**config.mk**
```make
export PLATFORM = sky130hd
export DESIGN_NAME = ft_recovery_ctrl_flat
export DESIGN_NICKNAME = d
export VERILOG_FILES = /design/src/rtl/ft_recovery_ctrl_if.sv /design/src/rtl/ft_recovery_ctrl.sv /design/src/flat_wrapper.sv
export SDC_FILE = /design/constraint.sdc
export NUM_CORES = 1
export LEC_CHECK = 0
export BUFFER_PORTS_ARGS = -buffer_cell sky130_fd_sc_hd__buf_2
export CAP_MARGIN = 25
export CORE_MARGIN = 3
export CORE_UTILIZATION = 55
export DETAILED_ROUTE_END_ITERATION = 8
export PLACE_DENSITY = 0.8
export SKIP_LAST_GASP = 1
export SLEW_MARGIN = 20
export SYNTH_ARGS = -nofsm -noshare
export SYNTH_HDL_FRONTEND = slang
export SYNTH_SLANG_ARGS = --single-unit
```
**constraint.sdc**
```tcl
create_clock -name clk_i -period 4.14 [get_ports clk_i]
set_input_delay 1.035 -clock clk_i [delete_from_list [all_inputs] [get_ports clk_i]]
set_output_delay 1.035 -clock clk_i [all_outputs]
set_load 0.01 [all_outputs]
```
**src/rtl/ft_recovery_ctrl_if.sv**
```systemverilog
// Recovery controller bus: per-core error/halt inputs and the
// reset/halt/replay/status outputs toward the cores and shadow register file.
interface ft_recovery_ctrl_if #(
    parameter int ADDR_WIDTH = 5,
    parameter int NUM_CORES  = 2,
    parameter int CNT_WIDTH  = 8,
    parameter int SEL_W      = (NUM_CORES > 1) ? $clog2(NUM_CORES) : 1
);
    logic [NUM_CORES-1:0]  error_i;
    logic [NUM_CORES-1:0]  halted_i;
    logic [NUM_CORES-1:0]  reset_o;
    logic                  halt_o;
    logic                  resume_o;
    logic                  shift_o;
    logic                  we_spc_o;
    logic                  we_sgpr_o;
    logic [ADDR_WIDTH-1:0] replay_addr_o;
    logic [SEL_W-1:0]      core_sel_o;
    logic                  busy_o;
    logic                  fail_o;
    logic [CNT_WIDTH-1:0]  recover_cnt_o;

    // Controller side
    modport slave (
        input  error_i, halted_i,
        output reset_o, halt_o, resume_o, shift_o, we_spc_o, we_sgpr_o,
               replay_addr_o, core_sel_o, busy_o, fail_o, recover_cnt_o
    );

    // Core / detector side
    modport master (
        output error_i, halted_i,
        input  reset_o, halt_o, resume_o, shift_o, we_spc_o, we_sgpr_o,
               replay_addr_o, core_sel_o, busy_o, fail_o, recover_cnt_o
    );
endinterface

```
**src/rtl/ft_recovery_ctrl.sv**
```systemverilog
// Multi-core rollback recovery controller. Picks the lowest-indexed faulty
// core, resets and halts it (with timed-out retries), replays PC and register
// file from the shadow copy, then resumes it. Gives up into a sticky FAIL
// state once all halt attempts time out.
module ft_recovery_ctrl #(
    parameter int ADDR_WIDTH   = 5,
    parameter int NUM_CORES    = 2,
    parameter int SKIP_X0      = 1,
    parameter int HALT_TIMEOUT = 16,
    parameter int MAX_RETRIES  = 3,
    parameter int CNT_WIDTH    = 8
) (
    input  logic             clk_i,
    input  logic             rst_i,
    ft_recovery_ctrl_if.slave bus
);
    localparam int SEL_W = (NUM_CORES > 1)    ? $clog2(NUM_CORES)    : 1;
    localparam int TMR_W = (HALT_TIMEOUT > 1) ? $clog2(HALT_TIMEOUT) : 1;
    localparam int RTY_W = (MAX_RETRIES > 1)  ? $clog2(MAX_RETRIES)  : 1;

    localparam logic [TMR_W-1:0]      TMR_LAST  = TMR_W'(HALT_TIMEOUT - 1);
    localparam logic [RTY_W-1:0]      RTY_LAST  = RTY_W'(MAX_RETRIES - 1);
    localparam logic [ADDR_WIDTH-1:0] ADDR_LAST = '1;
    localparam logic [ADDR_WIDTH-1:0] ADDR_FIRST = ADDR_WIDTH'(SKIP_X0);

    typedef enum logic [2:0] {
        S_IDLE, S_RESET, S_HALT, S_HALT_WAIT,
        S_WORK_SPC, S_WORK_SGPR, S_DONE, S_FAIL
    } state_e;

    state_e                state_q, state_d;
    logic [SEL_W-1:0]      core_sel_q, core_sel_d;
    logic [RTY_W-1:0]      retry_q, retry_d;
    logic [TMR_W-1:0]      timer_q, timer_d;
    logic [ADDR_WIDTH-1:0] addr_q, addr_d;
    logic [CNT_WIDTH-1:0]  cnt_q, cnt_d;

    logic [NUM_CORES-1:0]  reset_q, reset_d;
    logic                  halt_q, halt_d;
    logic                  resume_q, resume_d;
    logic                  shift_q, shift_d;
    logic                  we_spc_q, we_spc_d;
    logic                  we_sgpr_q, we_sgpr_d;
    logic                  busy_q, busy_d;
    logic                  fail_q, fail_d;

    logic [SEL_W-1:0]      first_err;

    // Lowest-indexed core reporting an error (scan down so low index wins)
    always_comb begin
        first_err = '0;
        for (int i = NUM_CORES - 1; i >= 0; i--) begin
            if (bus.error_i[i]) first_err = SEL_W'(i);
        end
    end

    // Next-state and datapath updates
    always_comb begin
        state_d    = state_q;
        core_sel_d = core_sel_q;
        retry_d    = retry_q;
        timer_d    = timer_q;
        addr_d     = addr_q;
        cnt_d      = cnt_q;
        case (state_q)
            S_IDLE: begin
                if (|bus.error_i) begin
                    core_sel_d = first_err;
                    retry_d    = '0;
                    state_d    = S_RESET;
                end
            end
            S_RESET: state_d = S_HALT;
            S_HALT: begin
                timer_d = '0;
                state_d = S_HALT_WAIT;
            end
            S_HALT_WAIT: begin
                // An acknowledge arriving on the last wait cycle still counts
                if (bus.halted_i[core_sel_q]) begin
                    state_d = S_WORK_SPC;
                end else if (timer_q == TMR_LAST && retry_q == RTY_LAST) begin
                    state_d = S_FAIL;
                end else if (timer_q == TMR_LAST) begin
                    retry_d = retry_q + 1'b1;
                    state_d = S_RESET;
                end else begin
                    timer_d = timer_q + 1'b1;
                end
            end
            S_WORK_SPC: begin
                addr_d  = ADDR_FIRST;
                state_d = S_WORK_SGPR;
            end
            S_WORK_SGPR: begin
                if (addr_q == ADDR_LAST) state_d = S_DONE;
                else                     addr_d  = addr_q + 1'b1;
            end
            S_DONE: begin
                if (cnt_q != '1) cnt_d = cnt_q + 1'b1;
                state_d = S_IDLE;
            end
            S_FAIL: state_d = S_FAIL;
            default: state_d = S_IDLE;
        endcase
    end

    // Moore outputs decoded from the upcoming state, then registered
    always_comb begin
        reset_d   = '1;
        halt_d    = 1'b0;
        resume_d  = 1'b0;
        shift_d   = 1'b0;
        we_spc_d  = 1'b0;
        we_sgpr_d = 1'b0;
        fail_d    = 1'b0;
        busy_d    = (state_d != S_IDLE) && (state_d != S_FAIL);
        case (state_d)
            S_RESET:     reset_d[core_sel_d] = 1'b0;
            S_HALT: begin
                halt_d  = 1'b1;
                shift_d = 1'b1;
            end
            S_WORK_SPC:  we_spc_d  = 1'b1;
            S_WORK_SGPR: we_sgpr_d = 1'b1;
            S_DONE:      resume_d  = 1'b1;
            S_FAIL: begin
                reset_d[core_sel_d] = 1'b0;
                fail_d              = 1'b1;
            end
            default: ;
        endcase
    end

    // State, datapath and output registers with synchronous reset
    always_ff @(posedge clk_i) begin
        if (rst_i) begin
            state_q    <= S_IDLE;
            core_sel_q <= '0;
            retry_q    <= '0;
            timer_q    <= '0;
            addr_q     <= '0;
            cnt_q      <= '0;
            reset_q    <= '1;
            halt_q     <= 1'b0;
            resume_q   <= 1'b0;
            shift_q    <= 1'b0;
            we_spc_q   <= 1'b0;
            we_sgpr_q  <= 1'b0;
            busy_q     <= 1'b0;
            fail_q     <= 1'b0;
        end else begin
            state_q    <= state_d;
            core_sel_q <= core_sel_d;
            retry_q    <= retry_d;
            timer_q    <= timer_d;
            addr_q     <= addr_d;
            cnt_q      <= cnt_d;
            reset_q    <= reset_d;
            halt_q     <= halt_d;
            resume_q   <= resume_d;
            shift_q    <= shift_d;
            we_spc_q   <= we_spc_d;
            we_sgpr_q  <= we_sgpr_d;
            busy_q     <= busy_d;
            fail_q     <= fail_d;
        end
    end

    assign bus.reset_o       = reset_q;
    assign bus.halt_o        = halt_q;
    assign bus.resume_o      = resume_q;
    assign bus.shift_o       = shift_q;
    assign bus.we_spc_o      = we_spc_q;
    assign bus.we_sgpr_o     = we_sgpr_q;
    assign bus.replay_addr_o = addr_q;
    assign bus.core_sel_o    = core_sel_q;
    assign bus.busy_o        = busy_q;
    assign bus.fail_o        = fail_q;
    assign bus.recover_cnt_o = cnt_q;
endmodule

```
**src/flat_wrapper.sv**
```systemverilog
// flat-port wrapper written by rule: the top's interface ports become plain ports
module ft_recovery_ctrl_flat 
#(
    parameter int ADDR_WIDTH   = 5,
    parameter int NUM_CORES    = 2,
    parameter int SKIP_X0      = 1,
    parameter int HALT_TIMEOUT = 16,
    parameter int MAX_RETRIES  = 3,
    parameter int CNT_WIDTH    = 8
)
  (clk_i, rst_i, bus_error_i, bus_halted_i, bus_reset_o, bus_halt_o, bus_resume_o, bus_shift_o, bus_we_spc_o, bus_we_sgpr_o, bus_replay_addr_o, bus_core_sel_o, bus_busy_o, bus_fail_o, bus_recover_cnt_o);
  ft_recovery_ctrl_if #(.ADDR_WIDTH(ADDR_WIDTH), .NUM_CORES(NUM_CORES), .CNT_WIDTH(CNT_WIDTH)) bus_i ();
  input  logic clk_i;
  input  logic rst_i;
  input wire logic [$bits(bus_i.error_i)-1:0] bus_error_i;
  input wire logic [$bits(bus_i.halted_i)-1:0] bus_halted_i;
  output wire logic [$bits(bus_i.reset_o)-1:0] bus_reset_o;
  output wire logic [$bits(bus_i.halt_o)-1:0] bus_halt_o;
  output wire logic [$bits(bus_i.resume_o)-1:0] bus_resume_o;
  output wire logic [$bits(bus_i.shift_o)-1:0] bus_shift_o;
  output wire logic [$bits(bus_i.we_spc_o)-1:0] bus_we_spc_o;
  output wire logic [$bits(bus_i.we_sgpr_o)-1:0] bus_we_sgpr_o;
  output wire logic [$bits(bus_i.replay_addr_o)-1:0] bus_replay_addr_o;
  output wire logic [$bits(bus_i.core_sel_o)-1:0] bus_core_sel_o;
  output wire logic [$bits(bus_i.busy_o)-1:0] bus_busy_o;
  output wire logic [$bits(bus_i.fail_o)-1:0] bus_fail_o;
  output wire logic [$bits(bus_i.recover_cnt_o)-1:0] bus_recover_cnt_o;
  assign bus_i.error_i = bus_error_i;
  assign bus_i.halted_i = bus_halted_i;
  assign bus_reset_o = bus_i.reset_o;
  assign bus_halt_o = bus_i.halt_o;
  assign bus_resume_o = bus_i.resume_o;
  assign bus_shift_o = bus_i.shift_o;
  assign bus_we_spc_o = bus_i.we_spc_o;
  assign bus_we_sgpr_o = bus_i.we_sgpr_o;
  assign bus_replay_addr_o = bus_i.replay_addr_o;
  assign bus_core_sel_o = bus_i.core_sel_o;
  assign bus_busy_o = bus_i.busy_o;
  assign bus_fail_o = bus_i.fail_o;
  assign bus_recover_cnt_o = bus_i.recover_cnt_o;
  ft_recovery_ctrl #(.ADDR_WIDTH(ADDR_WIDTH), .NUM_CORES(NUM_CORES), .SKIP_X0(SKIP_X0), .HALT_TIMEOUT(HALT_TIMEOUT), .MAX_RETRIES(MAX_RETRIES), .CNT_WIDTH(CNT_WIDTH)) u_core (.clk_i(clk_i), .rst_i(rst_i), .bus(bus_i));
endmodule
```
==> flow_summary.yaml <==
die:
  initial_core_util_pct: 61.3
  chipWidth_um: 56.8
  core_mm2: 0.00232
  num_rows: 17
  dieArea_mm2: 0.00323
  fp.dieH_um: 56.8
  io_pins: 29
logic_synthesis:
  netlist_top_cells_count: "dfxtp_1 (31), nor2_1 (22), a21oi_1 (8), nand2_1 (8), o21ai_0 (7)"
  synth_edf_count: 0
  synth_nets: 171
  yosys-top-cells-area: "dfxtp_1 (44%), nor2_1 (5.8%), ha_1 (4.4%)"
  synthesis.area_mm2: 0.00142
  synth_cell_types: 41
  synthArstFlopShare_pct: 0
  yosys.area.top_type: "dfxtp_1"
  ys_warn_count: 0
  synth_seq_cells: 31
  ys.flop_type: "dfxtp_1"
  yosysMostFrequentCell: "dfxtp_1"
  seq_area_frac_synth_pct: 43.7
  synth_cells: 160
  avgSynthCellArea_um2: 8.88
  yosysTopAreaCellShare_pct: 43.7
placed_design:
  gp_congestion: 0.775
  portBuffers: 28
  dp_hpwl_mm: 1.89
timing:
  period_share_pct: 52.2
  slew_viol_final: 0
  period_needed_ns: 2.16
  tns_ns: 0
  timing.fmax_mhz: 463
  setup_viol: 0
  hold_viol_final: 0
  rsz0062_at_grt: "no"
  worstMarginPinSlew_ns: 0.552
  fin_worst_skew_ns: 0.0110
  slew_headroom_pct: 63.0
cts:
  ctsResizeCount: 0
  clockBufferDepth: 2
  cts_buffers: 5
  clock_latency_ns: 0.33
  clockRootBuffer: "clkbuf_4"
  htreeDepth: 2
  path_clk_slew_ns: 0.10
  tritoncts: "built"
  clock-sinks: 31
  postCtsHoldBufs: 0
  postCtsSetupBuffers: 0
global_route:
  grt_max_degree: 25
  grt_overflow: 0
  grt_usage_pct: 17.9
  grt_pass1_wl_mm: 4.55
  grt_antenna_before_repair: 0
  grt_pass1_vias: 1035
worst_setup_path:
  crit_path_max_fanout: 4
  crit_path_start_kind: "input port"
  critical_path_class: "input port to flip-flop"
  endpoint_kind: "flip-flop"
  cp.required_ns: 4.42
  setup.worst_path.start: "bus_halted_i[0]"
  crit_arrival_ns: 2.44
  reg2reg_from: "u_core.bus.replay_addr_o[0]$_SDFFE_PP0P_"
detailed_routing:
  drt-total-wl_mm: 2.66
  firstDrtPassIters: 4
  num_vias: 1195
  drt-initial-drc-count: 23
  vias_per_cell: 5.51
  ant_nets: 0
  drc: 0
  wl_per_cell_um: 12.3
power_and_ir_drop:
  finalPower_w: 0.000684
  power_frac_seq_pct: 48.5
  power_switching_w: 0.000179
  pwr-share-comb_pct: 15.3
  p_leak_nw: 0.710
  intPower_w: 0.000505
  p_per_area_mw_per_mm2: 415
  power_frac_clock_pct: 36.1
  ir_drop_mv: 0.320
  switching_share_pct: 26.2
layout:
  finalNetCount: 199
  syn2layout_area_growth_pct: 16.1
  insertedDiodeCount: 0
  fillers: 196
  layout-drive-gt1-share_pct: 23.3
  seqCellArea_um2: 621
  final_core_util_pct: 71.1
  multi_input_area_um2: 752
hold_path:
  hp-class: "flip-flop to flip-flop"
  hold_start: "u_core.timer_q[1]$_SDFFE_PP0P_"
status:
  outcome: "complete, no violations"
job:
  max_cap_viol_count: 0
==> critical path, stage by stage <==
cell and delay, ns:
buf_2 0.10, mux2_4 0.28, or2_4 0.25, o31a_1 0.31
or3_1 0.33, a21oi_2 0.13
==> flip-flops by register name (all words and copies together), names as in the netlist, 2 cells and up <==
register,flops
u_core.bus.reset_o,2
u_core.bus.recover_cnt_o,8
u_core.bus.replay_addr_o,5
u_core.state_q,3
u_core.timer_q,4
u_core.retry_q,2
==> final timing paths <==
| check | slack [ns] | endpoint | cells past startpoint |
|---|---|---|---|
| max | 1.98 | u_core.retry_q[1]$_SDFFE_PP0P_ | 6 |
| min | 0.48 | u_core.timer_q[1]$_SDFFE_PP0P_ | 2 |
| max reg2reg | 2.08 | u_core.bus.halt_o$_SDFF_PP0_ | 8 |
| min reg2reg | 0.48 | u_core.timer_q[1]$_SDFFE_PP0P_ | 2 |
==> power groups by stage <==
stage | clock [W] | combinational [W] | sequential, W
final | 0.000247 | 0.000105 | 0.000332
after global routing | 0.000268 | 0.000119 | 0.000334
after CTS | 0.000252 | 0.000106 | 0.000331
after detailed placement | 0 | 0.000105 | 0.000338
after global placement | 0 | 0.000103 | 0.000338
after floorplan | 0 | 0.0000837 | 0.000334
==> stage by stage <==
stage / hold slack, ns / setup WS [ns] / cells / instance area, um2
CTS: 0.481 / 1.99 / 217 / 1650
floorplan: 0.444 / 1.80 / 160 / 1420
detailed placement: 0.466 / 1.63 / 209 / 1560
global placement: 0.454 / 1.68 / 209 / 1560
finish: 0.477 / 1.98 / 217 / 1650
global route: 0.493 / 1.76 / 217 / 1650
==> cells in the final DEF, fill, tap and decap left out, drive strengths merged, types with 6 or more instances in the layout <==
cell type   n
clkbuf      6
dfxtp      31
a21oi       9
nor3        6
nand2       8
o21ai       7
buf        28
nor2       22
==> per-layer routing <==
layer | GRT usage (%) | wire [um]
met5 | 0 | 0
met4 | 5.96 | 27
met3 | 6.90 | 150
met2 | 28.7 | 1260
met1 | 21.8 | 1230
==> cell families (layout without fill, tap and decap cells) <==
logic type      count (synthesis)  count (layout)  share of synthesized area, %
flops                          31              31                          43.7
xor+xnor                        9               9                          5.55
mux                             3               3                          2.55
simple gates                   70              70                          25.8
fa+ha+maj                       5               5                          4.41
compound gates                 31              31                          14.6
buf+inv                        11              40                          3.35
==> layout make-up <==
class                      count  share of cell area, %
inverter                       4                  0.910
clock buffer                   6                   3.11
tap                           28                   2.12
multi-input combinational    118                   45.6
timing repair buffer          28                   8.50
clock inverter                 2                   2.12
sequential                    31                   37.6
No activity file was read; power rests on OpenSTA's default activity.
